[src/rtl/bsg_fsb_node_level_shift_fsb_domain_ctrl.sv]
// FSB-side power sequencer for a gated node: drives level-shifter enable, buffers node->FSB flits,
// and holds one FSB->node flit. Optional DRAIN watchdog: BSG_FSB_NODE_LS_DRAIN_TIMEOUT_EN.
module bsg_fsb_node_level_shift_fsb_domain_ctrl #(
  parameter int width_p       = 5,
  parameter int els_p         = 2,
  parameter int wake_cycles_p = 4
) (
  input  logic               clk_i,
  input  logic               reset_i,
  input  logic               power_on_i,
  output logic               en_ls_o,
  output logic               node_up_o,
  output logic               drop_o,
  input  logic               ls_v_i,
  input  logic [width_p-1:0] ls_data_i,
  output logic               ls_yumi_o,
  output logic               ls_v_o,
  output logic [width_p-1:0] ls_data_o,
  input  logic               ls_ready_i,
  output logic               fsb_v_o,
  output logic [width_p-1:0] fsb_data_o,
  input  logic               fsb_yumi_i,
  input  logic               fsb_v_i,
  input  logic [width_p-1:0] fsb_data_i,
  output logic               fsb_ready_o
);
  localparam int PTR_W = $clog2(els_p);
  localparam int WC_W  = $clog2(wake_cycles_p + 1);
  localparam logic [WC_W-1:0] WAKE_LAST = WC_W'(wake_cycles_p - 1);

  typedef enum logic [1:0] {S_OFF, S_WAKE, S_ON, S_DRAIN} state_e;

  state_e             r_state;
  logic               r_en_ls, r_node_up;
  logic [WC_W-1:0]    r_wake_cnt;
  logic               r_tx_v;
  logic [width_p-1:0] r_tx_data;
  logic [width_p-1:0] r_mem [els_p];
  logic [PTR_W:0]     r_wptr, r_rptr;

  logic w_traffic, w_empty, w_full, w_tx_deq, w_tx_enq, w_fifo_deq, w_timeout;

  // Node-side handshakes are only honoured once the shifters have settled.
  assign w_traffic  = (r_state == S_ON) || (r_state == S_DRAIN);
  assign w_empty    = (r_wptr == r_rptr);
  assign w_full     = (r_wptr[PTR_W] != r_rptr[PTR_W]) &&
                      (r_wptr[PTR_W-1:0] == r_rptr[PTR_W-1:0]);

  assign ls_yumi_o  = ls_v_i & ~w_full & w_traffic;
  assign fsb_v_o    = ~w_empty;
  assign fsb_data_o = w_empty ? '0 : r_mem[r_rptr[PTR_W-1:0]];
  assign w_fifo_deq = fsb_yumi_i & fsb_v_o;

  assign ls_v_o      = r_tx_v & w_traffic;
  assign ls_data_o   = ls_v_o ? r_tx_data : '0;
  assign w_tx_deq    = ls_v_o & ls_ready_i;
  assign fsb_ready_o = (r_state == S_ON) & (~r_tx_v | w_tx_deq);
  assign w_tx_enq    = fsb_v_i & fsb_ready_o;

  assign en_ls_o   = r_en_ls;
  assign node_up_o = r_node_up;

`ifdef BSG_FSB_NODE_LS_DRAIN_TIMEOUT_EN
  logic [7:0] r_drain_cnt;
  logic       r_drop;

  // Give up on the held flit after 255 DRAIN cycles.
  assign w_timeout = (r_state == S_DRAIN) && !power_on_i && r_tx_v && !w_tx_deq &&
                     (r_drain_cnt == 8'd254);
  assign drop_o    = r_drop;

  always_ff @(posedge clk_i or posedge reset_i) begin
    if (reset_i) begin
      r_drain_cnt <= '0;
      r_drop      <= 1'b0;
    end else begin
      r_drain_cnt <= (r_state == S_DRAIN) ? r_drain_cnt + 8'd1 : 8'd0;
      r_drop      <= w_timeout;
    end
  end
`else
  assign w_timeout = 1'b0;
  assign drop_o    = 1'b0;
`endif

  always_ff @(posedge clk_i or posedge reset_i) begin
    if (reset_i) begin
      r_state    <= S_OFF;
      r_en_ls    <= 1'b0;
      r_node_up  <= 1'b0;
      r_wake_cnt <= '0;
    end else begin
      case (r_state)
        S_OFF: if (power_on_i) begin
          r_state    <= S_WAKE;
          r_en_ls    <= 1'b1;
          r_wake_cnt <= '0;
        end
        S_WAKE: begin
          if (!power_on_i) begin
            r_state <= S_OFF;
            r_en_ls <= 1'b0;
          end else if (r_wake_cnt == WAKE_LAST) begin
            r_state   <= S_ON;
            r_node_up <= 1'b1;
          end else begin
            r_wake_cnt <= r_wake_cnt + 1'b1;
          end
        end
        S_ON: if (!power_on_i) begin
          r_state   <= S_DRAIN;
          r_node_up <= 1'b0;
        end
        S_DRAIN: begin
          if (power_on_i) begin
            r_state   <= S_ON;
            r_node_up <= 1'b1;
          end else if (!r_tx_v || w_tx_deq || w_timeout) begin
            r_state <= S_OFF;
            r_en_ls <= 1'b0;
          end
        end
        default: begin
          r_state   <= S_OFF;
          r_en_ls   <= 1'b0;
          r_node_up <= 1'b0;
        end
      endcase
    end
  end

  always_ff @(posedge clk_i or posedge reset_i) begin
    if (reset_i) begin
      r_tx_v    <= 1'b0;
      r_tx_data <= '0;
    end else if (w_tx_enq) begin
      r_tx_v    <= 1'b1;
      r_tx_data <= fsb_data_i;
    end else if (w_tx_deq || w_timeout) begin
      r_tx_v    <= 1'b0;
    end
  end

  always_ff @(posedge clk_i or posedge reset_i) begin
    if (reset_i) begin
      r_wptr <= '0;
      r_rptr <= '0;
    end else begin
      if (ls_yumi_o)  r_wptr <= r_wptr + 1'b1;
      if (w_fifo_deq) r_rptr <= r_rptr + 1'b1;
    end
  end

  // Storage needs no reset: the head is masked while empty.
  always_ff @(posedge clk_i) begin
    if (ls_yumi_o) r_mem[r_wptr[PTR_W-1:0]] <= ls_data_i;
  end
endmodule

[config.mk]
export PLATFORM = sky130hd
export DESIGN_NAME = bsg_fsb_node_level_shift_fsb_domain_ctrl
export DESIGN_NICKNAME = d
export VERILOG_FILES = /design/src/rtl/bsg_fsb_node_level_shift_fsb_domain_ctrl.sv
export SDC_FILE = /design/constraint.sdc
export NUM_CORES = 1
export LEC_CHECK = 0
export ABC_AREA = 1
export BUFFER_PORTS_ARGS = -buffer_cell sky130_fd_sc_hd__buf_4
export CAP_MARGIN = 20
export CORE_UTILIZATION = 50
export CTS_BUF_LIST = sky130_fd_sc_hd__clkbuf_4 sky130_fd_sc_hd__clkbuf_8
export DETAILED_ROUTE_END_ITERATION = 7
export GPL_TIMING_DRIVEN = 0
export PLACE_DENSITY = 0.72
export SYNTH_ARGS = -nofsm -noshare
export SYNTH_HDL_FRONTEND = slang
export SYNTH_SLANG_ARGS = --single-unit
[constraint.sdc]
create_clock -name clk_i -period 2.6 [get_ports clk_i]
set_input_delay 0.13 -clock clk_i [delete_from_list [all_inputs] [get_ports clk_i]]
set_output_delay 0.13 -clock clk_i [all_outputs]
set_load 0.1 [all_outputs]
==> results.md, run 1 <==
Outcome:
- The run finished with clean final reports.

Min path:
- The worst hold path begins at fsb_data_i[4].
- The min-delay analysis places its worst path in the category input port to flip-flop.
- The path with the worst hold slack has its endpoint at r_tx_data[4]$_DFFE_PP0P_.
- Counting instances, the worst hold path has a depth of 3.

Clocking:
- The tree built by TritonCTS fans out to 27 sinks.
- The maximum buffer depth of the clock tree is 2.
- For the worst-skew pair, the clock arrives at the later sink with an insertion delay of 0.32 ns.
- After clock tree synthesis, the repair step resized 0 gates.
- The clock transition at the registers of the reported paths is 0.14 ns.
- The total number of H-tree levels is 1.
- The number of hold buffers added after CTS was 6.
- Post-CTS timing repair inserted 0 buffers for setup.
- Clock tree synthesis inserted a total of 3 buffers.
- The cell sitting at the root of the clock tree is a clkbuf_4.
- TritonCTS built the clock tree.

Synthesis:
- Yosys attributes the largest share of cell area to dfrtp_1 (32%), edfxtp_1 (22%), nand2_1 (12%).
- After synthesis the netlist holds a flip-flop and latch count of 27.
- The count of yosys warnings during synthesis is 0.
- The share of synthesized area occupied by flip-flops and latches is 54.4%.
- Summed over its instances, the top area cell type makes up 31.9% of the synthesized netlist area.
- The count of mapped cells out of synthesis is 147.
- The cell area that synthesis handed to floorplanning was 0.00134 sq mm.
- The post-synthesis area per instance is 9.08 sq um.
- The post-synthesis net count is 166.
- Summed over all instances, the cell type with the most area after synthesis is dfrtp_1.
- In this run, distinct cell masters in the synthesized netlist total 25.

STA:
- Setup violations remaining at the end of the flow were counted as 0.
- The normalized max-slew margin is 55.6%.
- The clock arrives with 0.00659 ns of skew.
- The number of failing hold endpoints at the final stage is 0.
- The final critical-path required period is 1.80 ns.
- The fraction of the cycle the final worst path needs is 69.3%.
- The max-slew violation count was 0.
- Setup repair after global routing left no endpoint under its margin.
- The maximum operating frequency is 555 MHz.
- At the pin with the least slew margin, the transition time is 0.666 ns.
- Setup slack on the critical path of the routed design comes to 0.798 ns.

Final layout:
- In the layout the commonest cells are nand2_1 (43), buf_4 (34), inv_1 (17), dfrtp_1 (17), edfxtp_1 (10).
- The share of final-layout standard cells stronger than drive strength 1 is 27.5%.
- The library cell used most frequently in the layout, excluding fill and tap cells, is nand2_1.
- Compared with the post-synthesis result, the final layout area differs by 27.4%.
- The post-layout net count is 209.
- The finished cells cover 0.00170 sq mm.
- Measured on the finished design, the core utilization comes to 68.0%.
- The repair_antennas step left the layout with diodes totalling 0.

Die:
- The number of placed I/O pins is 34.
- The overall die height is 53.7 microns.
- The width of the die is 53.7 microns.
- Once the floorplan was initialized, standard cells occupied 53.4% of the core.
- The area enclosed by the die boundary is 0.00288 sq mm.
- The placement row count is 18.
- The region available for standard cell placement spans 0.00250 sq mm.

Global route:
- The first global-routing pass estimated 4070 microns of wire.
- The number of antenna violations at the first check in global routing is 0.
- Entering global routing, the biggest net connects 18 pins.
- The overall overflow remaining after global route is 0.
- The via count of the first global-routing pass is 998.
- The global router's overall resource usage is 19.7%.

Worst setup path:
- The required time at the worst-slack endpoint is 2.47 ns.
- The worst reg-to-reg setup slack is 0.99 ns.
- For the worst setup path, the data arrival time is 1.67 ns.
- STA classifies the critical path startpoint as a flip-flop.
- Along the worst path, the maximum fanout reaches 9.
- The terminus of the critical flop-to-flop path is r_mem[1][2]$_DFFE_PP_.
- The worst setup path is of the flip-flop to output pin kind.
- The kind of end point of the critical path is an output pin.
- The depth of the worst register-to-register path is 5.
- The worst register-to-register path begins at r_rptr[0]$_DFFE_PP0P_.

Placed design:
- Timing analysis after detailed placement gives a worst setup slack of 0.975 ns.
- The sum of net half-perimeters after detailed placement is 1850 microns.
- The count of input and output buffers is 32.
- The weighted congestion reported at the end of routability-driven placement is 0.752.
- The placed instances occupy a cell area of 0.00161 sq mm.

Drt:
- In the routed design, unresolved DRC markers number 0.
- The average via count per standard cell is 4.85.
- The number of detailed-routing iterations run before antenna repair is 4.
- Summing over every cut layer, the via total after detailed routing is 1,062.
- After detailed routing, the average wire length per cell comes to 11.4 microns.
- The total wire length is 2500 microns.
- The number of antenna-violating nets in the routed design is 0.
- The iteration-0 DRC count of the detailed router is 18.

Job:
- Max-cap violations in this run came to 0.
[worst max path at each step]
stage,startpoint,endpoint,slack [ns],cells past startpoint
floorplan,r_rptr[0]$_DFFE_PP0P_,fsb_data_o[0],-0.26,5
global placement,r_rptr[0]$_DFFE_PP0P_,r_mem[1][0]$_DFFE_PP_,0.98,5
detailed placement,r_rptr[0]$_DFFE_PP0P_,r_mem[1][0]$_DFFE_PP_,0.97,5
CTS,r_rptr[0]$_DFFE_PP0P_,fsb_data_o[3],0.78,6
global route,r_rptr[0]$_DFFE_PP0P_,fsb_data_o[3],0.66,6
finish,r_rptr[0]$_DFFE_PP0P_,fsb_data_o[3],0.80,6
[final cells by class]
class | count | area [sq um]
tap | 30 | 37.5
clock buffer | 3 | 22.5
fill | 206 | 800
clock inverter | 1 | 5.00
sequential | 27 | 726
timing repair buffer | 38 | 300
buffer | 4 | 37.5
multi-input combinational | 96 | 497
inverter | 20 | 75.1
[state kept, by name, summed over array words and instances (netlist names), 2 cells and up, named ones only]
| name | count |
|---|---|
| r_wptr | 2 |
| r_mem | 10 |
| r_rptr | 2 |
| r_tx_data | 5 |
| r_wake_cnt | 3 |
[critical path, cell delays in order (launching register included)]
cell and delay, ns:
dfrtp_1 0.40, buf_6 0.14, xnor2_1 0.14, nand2_2 0.11, inv_1 0.11, a21oi_1 0.14
buf_4 0.31
[per-layer routing]
metal	vias up	global-route usage (%)	share of wire (%)	wire, microns
met5	-	0	0	0
met4	0	7.89	1.1	27
met3	4	3.39	3.2	79
met2	28	33.3	47	1190
met1	481	24.6	48	1210
li1	549	-	-	-
[stage by stage]
stage / setup TNS (ns) / hold WS (ns) / std cells
floorplan: -1.31 / 0.0561 / 147
global placement: 0 / 0.261 / 209
detailed placement: 0 / 0.267 / 209
CTS: 0 / 0.0292 / 219
global route: 0 / 0.0299 / 219
finish: 0 / 0.0380 / 219
[cells by family after synthesis]
logic type | count (synthesis) | share of synthesized area, %
simple gates | 73 | 25.8
flops | 27 | 54.4
buf+inv | 24 | 8.43
compound gates | 15 | 6.00
xor+xnor | 5 | 3.28
fa+ha+maj | 2 | 1.87
other cells | 1 | 0.281
[cells in the mapped netlist (all sizes together)]
cell     n
ha       2
inv     20
xnor2    3
edfxtp  10
nand2   48
conb     1
a21oi    6
dfrtp   17
buf      4
a31oi    1
nand4    4
xor2     2
o21ai    8
nor3     1
nor2    10
nand3   10
Power of run 1 is left out: the tool's default activity adds up to more than one toggle a clock period on the data nets, which glitch-free logic cannot reach.
==> run 2, diff against run 1 <==
--- a/config.mk
+++ b/config.mk
@@ -8,11 +8,11 @@
 export ABC_AREA = 1
 export BUFFER_PORTS_ARGS = -buffer_cell sky130_fd_sc_hd__buf_4
 export CAP_MARGIN = 20
-export CORE_UTILIZATION = 50
+export CORE_UTILIZATION = 49
 export CTS_BUF_LIST = sky130_fd_sc_hd__clkbuf_4 sky130_fd_sc_hd__clkbuf_8
 export DETAILED_ROUTE_END_ITERATION = 7
 export GPL_TIMING_DRIVEN = 0
-export PLACE_DENSITY = 0.72
+export PLACE_DENSITY = 0.74
 export SYNTH_ARGS = -nofsm -noshare
 export SYNTH_HDL_FRONTEND = slang
 export SYNTH_SLANG_ARGS = --single-unit
==> constraint.sdc (replaced) <==
create_clock -name clk_i -period 1.45 [get_ports clk_i]
set_input_delay 0.0725 -clock clk_i [delete_from_list [all_inputs] [get_ports clk_i]]
set_output_delay 0.0725 -clock clk_i [all_outputs]
set_load 0.1 [all_outputs]
==> run 2 against run 1 <==
Against the previous run: the run now ends with negative setup slack left; count of clock-buffer cells in the layout unchanged; largest cell class unchanged; via count up 24%; register-to-register slack worse by 1.0 ns; non-clock buffer count up 20; critical endpoint is now fsb_data_o[0].
==> results.md, run 2 (synthesis gave the netlist of run 1 again) <==
Outcome:
- Run status: finished with violations (was completed).
- The checks that failed: negative setup slack.

STA:
- The maximum operating frequency is 544 MHz.
- The post-route clock skew is 0.00661 ns (was 0.00659 ns).
- The fraction of the cycle the final worst path needs is 127%.
- The minimum hold slack was 0.0112 ns (was 0.0380 ns).
- Subtracting the final worst setup slack from the clock period gives 1.84 ns.
- The measured slew at the worst slew-check pin came to 0.686 ns (was 0.666 ns).
- The total negative setup slack was -3.15 ns (was 0 ns).
- The least setup slack across all paths after layout was -0.389 ns (was 0.798 ns).
- The max-slew violation count was 0 (unchanged).
- The count of endpoints failing setup in the final report was 28 (was 0).
- The normalized max-slew margin was 54.2% (was 55.6%).
- The number of failing hold endpoints at the final stage is 0 (unchanged).
- Unrepaired setup endpoints after global routing: true (was false).

Drt:
- The number of detailed-routing iterations run before antenna repair is 4 (unchanged).
- The routed length per instance came to 19.0 microns (was 11.4 microns).
- The total wire length is 4550 microns (was 2500 microns).
- The average via count per standard cell is 5.51 (was 4.85).
- The detailed-route DRC error count is 0 (unchanged).
- The count of vias placed by the detailed router came to 1,318 (was 1,062).
- The number of antenna-violating nets in the routed design is 0 (unchanged).
- The iteration-0 DRC count of the detailed router is 41 (was 18).

Placed design:
- The weighted congestion reported at the end of routability-driven placement came to 0.706 (was 0.752).
- The sum of net half-perimeters after detailed placement is 1850 microns (about the same).
- The minimum setup slack after placement is -0.239 ns (was 0.975 ns).
- The count of input and output buffers is 32 (unchanged).

Global route:
- The global router's overall resource usage is 26.4% (was 19.7%).
- The first-pass GRT wire length is 5340 microns (was 4070 microns).
- The number of antenna violations at the first check in global routing is 0 (unchanged).
- The via count of the first global-routing pass was 1,195 (was 998).
- The maximum number of pins on one net before global-route repair is 18 (unchanged).
- The overall overflow remaining after global route is 0 (unchanged).

Clocking:
- The total number of H-tree levels came to 1 (unchanged).
- The clock net sink count came to 27 (unchanged).
- The number of CTS-inserted buffers is 3 (unchanged).
- The CTS tree is yes (unchanged).
- The clock insertion delay at the later pin of the skew report was 0.35 ns (was 0.32 ns).
- The clock transition at the registers of the reported paths is 0.16 ns (was 0.14 ns).
- The clock root buffer is clkbuf_4 (unchanged).
- The maximum buffer depth of the clock tree was 2 (unchanged).

Die:
- The initial core utilization is 52.9% (was 53.4%).
- The number of placed I/O pins is 34 (unchanged).
- The width of the die was 54.2 microns (was 53.7 microns).
- The placement row count came to 18 (unchanged).
- The area inside the core boundary is 0.00252 sq mm (was 0.00250 sq mm).
- The area enclosed by the die boundary came to 0.00294 sq mm (was 0.00288 sq mm).
- The overall die height is 54.2 microns (was 53.7 microns).

Job:
- The max capacitance violation total is 0 (unchanged).

Worst setup path:
- The arrival time reported for the critical path endpoint was 1.77 ns (was 1.67 ns).
- The maximum fanout count along the critical path came to 5 (was 9).
- The kind of end point of the critical path is an output pin (unchanged).
- The kind of critical path is flip-flop to output pin (unchanged).
- The startpoint type of the worst setup path is a flip-flop (unchanged).
- The required time at the worst-slack endpoint is 1.38 ns (was 2.47 ns).

Final layout:
- The diode insertion count for antenna repair is 0 (unchanged).
- The post-layout net count is 229 (was 209).
- The share of final-layout standard cells stronger than drive strength 1 is 44.5% (was 27.5%).
- The flip-flop count of the largest register, all copies and words added is 10 (unchanged).
- The count of fill cells added during filler insertion came to 106 (was 206).
- The utilization after layout was 89.2% (was 68.0%).
- The most common library cell in the layout ignoring fill and taps is nand2_1 (unchanged).
- Leading cell types in the layout, fill and taps excluded: nand2_1 (42), buf_4 (31), dfrtp_1 (13), dlygate4sd3_1 (13) (was nand2_1 (43), buf_4 (34), inv_1 (17), dfrtp_1 (17), edfxtp_1 (10)).
- The synthesis-to-layout area growth is 68.5% (was 27.4%).

Min path:
- The type of the worst min-delay path is input port to flip-flop (unchanged).
[run 2: cell count changes in the layout (fill, tap and decap cells not counted), sizes merged]
cell / previous run / this run
buf: 36 / 49
clkinv: 1 / 0
clkinvlp: 0 / 3
dlygate4sd3: 6 / 13
inv: 20 / 18
[run 2: area by class of cell]
| class | instances | area (sq um) | share of cell area, % |
|---|---|---|---|
| clock inverter | 1 | 7.51 | 0.334 |
| multi-input combinational | 96 | 698 | 31.0 |
| buffer | 3 | 30.0 | 1.33 |
| inverter | 20 | 85.1 | 3.78 |
| sequential | 27 | 731 | 32.5 |
| clock buffer | 3 | 22.5 | 1.00 |
| timing repair buffer | 59 | 638 | 28.4 |
| tap | 30 | 37.5 | 1.67 |
[run 2: what timing repair did]
action                                  in CTS  in global routing
hold buffers                                13                  0
setup buffers                                9                  4
resized for setup                           38                 36
endpoints found under the setup margin      23                 31
cloned                                       0                  1
pin swaps                                    1                  6
hold endpoints to repair                    34                  0
[run 2: final timing paths]
path | start | to | slack (ns) | cells past startpoint
min reg2reg | r_wake_cnt[2]$_DFFE_PP0P_ | r_wake_cnt[2]$_DFFE_PP0P_ | 0.51 | 2
max | r_rptr[0]$_DFFE_PP0P_ | fsb_data_o[0] | -0.39 | 5
min in group asynchronous | reset_i | r_tx_data[3]$_DFFE_PP0P_ | 0.40 | 3
min | ls_v_i | r_wptr[1]$_DFFE_PP0N_ | 0.01 | 3
max in group asynchronous | reset_i | r_wptr[0]$_DFFE_PP0N_ | 0.57 | 3
max reg2reg | r_rptr[0]$_DFFE_PP0P_ | r_mem[1][4]$_DFFE_PP_ | -0.04 | 5
[run 2: layer usage]
layer / track usage, % / wire (microns) / up-vias
met4: 10.3 / 170 / 0
met3: 4.80 / 222 / 16
li1: - / - / 592
met2: 46.1 / 2440 / 72
met1: 31.6 / 1720 / 638
met5: 0 / 0 / -
[run 2: worst max-delay path, cell delays in order (launching register included)]
cell        delay, ns
dfrtp_2          0.48
xnor2_4          0.18
nand2_8          0.09
clkinvlp_4       0.23
a21oi_4          0.23
buf_12           0.20
[run 2: stage by stage]
stage	cell area [sq um]	cells
floorplan	1440	147
global placement	1720	209
detailed placement	1720	209
CTS	2100	235
global route	2250	239
finish	2250	239
Power of run 2 is left out for the same reason.
